===== src/rtl/rr_encoder_pkg.sv =====
// Shared definitions for the round-robin request encoder: default sizes,
// output-slot FSM encoding and a popcount helper.
package rr_encoder_pkg;

  localparam int N_DEF = 4;
  localparam int W_DEF = 2;

  typedef enum logic {
    EMPTY = 1'b0,
    FULL  = 1'b1
  } state_t;

  // Wide enough for any mask this block will ever be built with.
  function automatic int popcount(input logic [63:0] v);
    int c;
    c = 0;
    for (int i = 0; i < 64; i++) c += int'(v[i]);
    return c;
  endfunction

endpackage


===== src/rtl/rr_encoder_pick.sv =====
// Rotating-priority scan: first set bit of cand at or above (last+1) mod N,
// wrapping upward.
module rr_pick
  import rr_encoder_pkg::*;
#(
  parameter int N = N_DEF,
  parameter int W = $clog2(N)
) (
  input  logic [N-1:0] cand,
  input  logic [W-1:0] last,
  output logic [W-1:0] idx,
  output logic [N-1:0] onehot,
  output logic         any
);

  logic [W-1:0] scan;

  // N is a power of two, so W-bit addition wraps exactly mod N; k=N lands on last.
  always_comb begin
    idx    = '0;
    onehot = '0;
    any    = 1'b0;
    scan   = '0;
    for (int k = 1; k <= N; k++) begin
      scan = last + W'(k);
      if (!any && cand[scan]) begin
        any          = 1'b1;
        idx          = scan;
        onehot[scan] = 1'b1;
      end
    end
  end

endmodule


===== src/rtl/rr_encoder.sv =====
// Registered N-to-log2(N) round-robin request encoder with a valid/ready
// output slot and a pending-request mask.
module rr_encoder
  import rr_encoder_pkg::*;
#(
  parameter int N = N_DEF,
  parameter int W = $clog2(N)
) (
  input  logic         clk,
  input  logic         rst,
  input  logic [N-1:0] req,
  output logic [W-1:0] Y,
  output logic         valid,
  input  logic         ready,
  output logic [W:0]   pend_cnt
);

  state_t       state, state_next;
  logic [N-1:0] pending, pending_next;
  logic [N-1:0] cand;
  logic [W-1:0] last;
  logic [W-1:0] pick_idx;
  logic [N-1:0] pick_onehot;
  logic         pick_any;
  logic         slot_free;
  logic         load;
  logic [N-1:0] grant_vec;

  // Same-edge requests bypass the pending register so they can be granted at once.
  assign cand = pending | req;

  rr_pick #(.N(N), .W(W)) u_pick (
    .cand   (cand),
    .last   (last),
    .idx    (pick_idx),
    .onehot (pick_onehot),
    .any    (pick_any)
  );

  assign slot_free    = (state == EMPTY) || ready;
  assign load         = slot_free && pick_any;
  assign grant_vec    = load ? pick_onehot : '0;
  assign pending_next = cand & ~grant_vec;
  assign valid        = (state == FULL);

  always_comb begin
    state_next = state;
    if (slot_free) state_next = pick_any ? FULL : EMPTY;
  end

  always_ff @(posedge clk or posedge rst) begin
    if (rst) begin
      state    <= EMPTY;
      pending  <= '0;
      pend_cnt <= '0;
      Y        <= '0;
      last     <= W'(N - 1);
    end else begin
      state    <= state_next;
      pending  <= pending_next;
      pend_cnt <= (W+1)'(popcount(64'(pending_next)));
      if (load) begin
        Y    <= pick_idx;
        last <= pick_idx;
      end
    end
  end

endmodule

===== config.mk =====
export PLATFORM = sky130hd
export DESIGN_NAME = rr_encoder
export DESIGN_NICKNAME = d
export VERILOG_FILES = /design/src/rtl/rr_encoder_pkg.sv /design/src/rtl/rr_encoder_pick.sv /design/src/rtl/rr_encoder.sv
export SDC_FILE = /design/constraint.sdc
export NUM_CORES = 1
export LEC_CHECK = 0
export CORE_ASPECT_RATIO = 1.5
export CORE_MARGIN = 5
export CORE_UTILIZATION = 40
export DETAILED_ROUTE_END_ITERATION = 10
export PLACE_DENSITY_LB_ADDON = 0.08
export SYNTH_ARGS = -nofsm -noshare
export SYNTH_HDL_FRONTEND = slang
export SYNTH_SLANG_ARGS = --single-unit

===== constraint.sdc =====
create_clock -name clk -period 4.53 [get_ports clk]
set_clock_uncertainty 0.2 [all_clocks]
set_input_delay 0.453 -clock clk [delete_from_list [all_inputs] [get_ports clk]]
set_output_delay 0.453 -clock clk [all_outputs]
set_load 0.05 [all_outputs]

==> results.md <==
* Cell Area, Placed at 1140 um2
* Total track usage at 14.5%
* Leakage Power at 0.000449 uW
* Post-synth top area cell: dfrtp_1
* Synth unique cells at 34
* Total number of vias at 934
* Hold-fix buffers, CTS at 0
* Crit path DAT at 4.12 ns
* CTS tree: yes
* Area delta synth->final at 19.0%
* WP data required at 4.49 ns
* Syn nets at 123
* Gp weighted congestion at 0.862
* Cell family with most CP delay: adder cells
* Clk sinks at 12
* Vias/cell at 6.49
* Fin crit period at 4.17 ns
* Hold Vio Cnt, Final at 0
* Ports at 13
* Post-synth EDFFs at 0
* Worst hold path class: in2async
* Core Area at 2420 um2
* Synth warn at 0
* Worst slew margin at 48.8%
* DRT antenna net count at 0
* Maxcap violations at 0
* # rows at 22
* Largest net degree at the start of global routing at 18
* Crit path max fanout at 17
* Async S/R FF share, synth at 100%
* Longest Clk Path Bufs at 2
* Top cell by count, worst path: ha_1
* Yosys reg bits at 12
* Initial Utilization at 40.8%
* Pwr/cell area at 740 nW/um2
* Die footprint at 3590 um2
* Worst IR drop on VDD at 0.321 mV
* CP Buf/Inv Count at 2
* WL final at 2.52 mm
* Syn_area_per_cell at 9.41 um2
* Die Ht at 70.9 um
* Register area share after synthesis at 30.6%
* F_max at 0.240 GHz
* Worst flop-to-flop path startpoint: last[0]
* Number of global-route vias before repair at 922
* Share of cells above drive strength 1 at 11.7%
* Critical Path End Type: flip-flop
* Drc violations at 0
* Ys flop type: dfrtp_1
* Nets@finish at 139
* Total power at 870 uW
* Fin. max-slew vios at 0
* WL per Instance at 17.5 um
* Crit path from: last[0]
* Clk slew on worst S/H paths at 0.08 ns
* GR Overflow Total at 0
* Worst path max stage delay at 0.72 ns
* Final Core Density at 48.6%
* Minimum hold slack at 0.274 ns
* Post-cts resize count at 0
* 1st-pass router iterations at 4
* Period utilization at 92.0%
* Crit path kind: reg2reg
* Design Area, Final at 1180 um2
* Antenna diodes at 0
* Highest-delay cell along the critical path: dfstp_2
* Post-Syn Area at 988 um2
* Iteration-0 DRC Markers at 61
* Mapped Cells at 105
* Fillers at 247
* Final setup violation count at 0
* Setup TNS at 0 ns
* Commonest non-fill, non-tap cell in the layout: clkdlybuf4s50_1
* Post-CTS Setup Repair Bufs at 0
* Initial antenna violation count at 0
* H-Tree Depth at 1
* Clock Latency Late Sink at 0.28 ns
* Outcome: finished, final reports clean
* Root Buffer: clkbuf_4
* Top cells by area, synth: dfrtp_1, ha_1, mux4_2, dfstp_2, a31oi_1
* RSZ-0062 raised after global routing: false
* Most frequent cells in the layout: clkdlybuf4s50_1, dfrtp_1, ha_1
* Crit-path cells: inv_1, ha_1, mux4_2, o21ai_0, a31oi_1, a311o_1, fa_1, inv_1, ha_1, ha_1
* Die X at 50.6 um
* TritonCTS Buffers at 3
* Port Buffers at 12
* CP startpoint kind: flip-flop
* First-pass GRT wire length at 4.17 mm
* Slew @ Worst Pin at 0.767 ns
* Synth top area share at 25.3%
* Final HPWL DP at 1.87 mm
## report_power, final
part / switching (uW) / internal [uW] / total (uW)
logic: 334 / 224 / 558
registers: 59.8 / 167 / 227
clock network: 36.1 / 48.9 / 84.9
total: 430 / 440 / 870
## worst paths after layout
kind | to | slack, ns | cells past startpoint
hold reg to reg | Y[1] | 0.36 | 2
setup / recovery | pend_cnt[1] | 0.36 | 10
min in group clk | Y[1] | 0.36 | 2
max in group asynchronous | last[0] | 3.52 | 2
hold / removal | pend_cnt[0] | 0.27 | 2
setup reg to reg | pend_cnt[1] | 0.36 | 10
## cell families (layout without fill, tap and decap cells)
| family | count (synthesis) | after routing | synth area share [%] |
|---|---|---|---|
| simple gates | 37 | 37 | 20.1 |
| compound gates | 33 | 33 | 23.5 |
| flops | 12 | 12 | 30.6 |
| fa+ha+maj | 11 | 11 | 14.7 |
| buf+inv | 8 | 23 | 3.29 |
| mux | 3 | 3 | 6.83 |
| xor+xnor | 1 | 1 | 0.886 |
## sequential cells by signal, summed over array words and instances (netlist names)
| register | count |
|---|---|
| pending | 4 |
| pend_cnt | 3 |
| last | 2 |
| Y | 2 |
| valid | 1 |
## cells in the mapped netlist, drive strengths merged, types with 2 or more instances
master  instances
a311oi          4
a21oi           5
a311o           3
nand2           8
nand3           6
nor2            7
inv             5
dfrtp          10
dfstp           2
nor3            3
or2             4
o21ai           5
a31oi           6
nor4            4
buf             2
o211ai          3
mux4            3
nor4b           2
ha             10
## area by class of cell
| class | instances | area [um2] | share of cell area (%) |
|---|---|---|---|
| sequential | 12 | 303 | 25.7 |
| multi-input combinational | 85 | 653 | 55.5 |
| clock buffer | 4 | 36.3 | 3.09 |
| inverter | 5 | 18.8 | 1.60 |
| tap | 24 | 30.0 | 2.55 |
| timing repair buffer | 14 | 135 | 11.5 |
## layer usage
layer	track usage, %	up-vias	share of wire, %
li1	-	436	-
met1	17.5	463	44
met2	24.2	27	50
met3	3.16	8	4.0
met4	6.53	0	2.2
met5	0	-	0
## through the flow
stage	setup slack [ns]	std cells
floorplan	0.905	105
CTS	0.386	144
global route	0.166	144
global placement	0.531	140
finish	0.363	144
detailed placement	0.465	140
No activity file was read; power rests on OpenSTA's default activity.
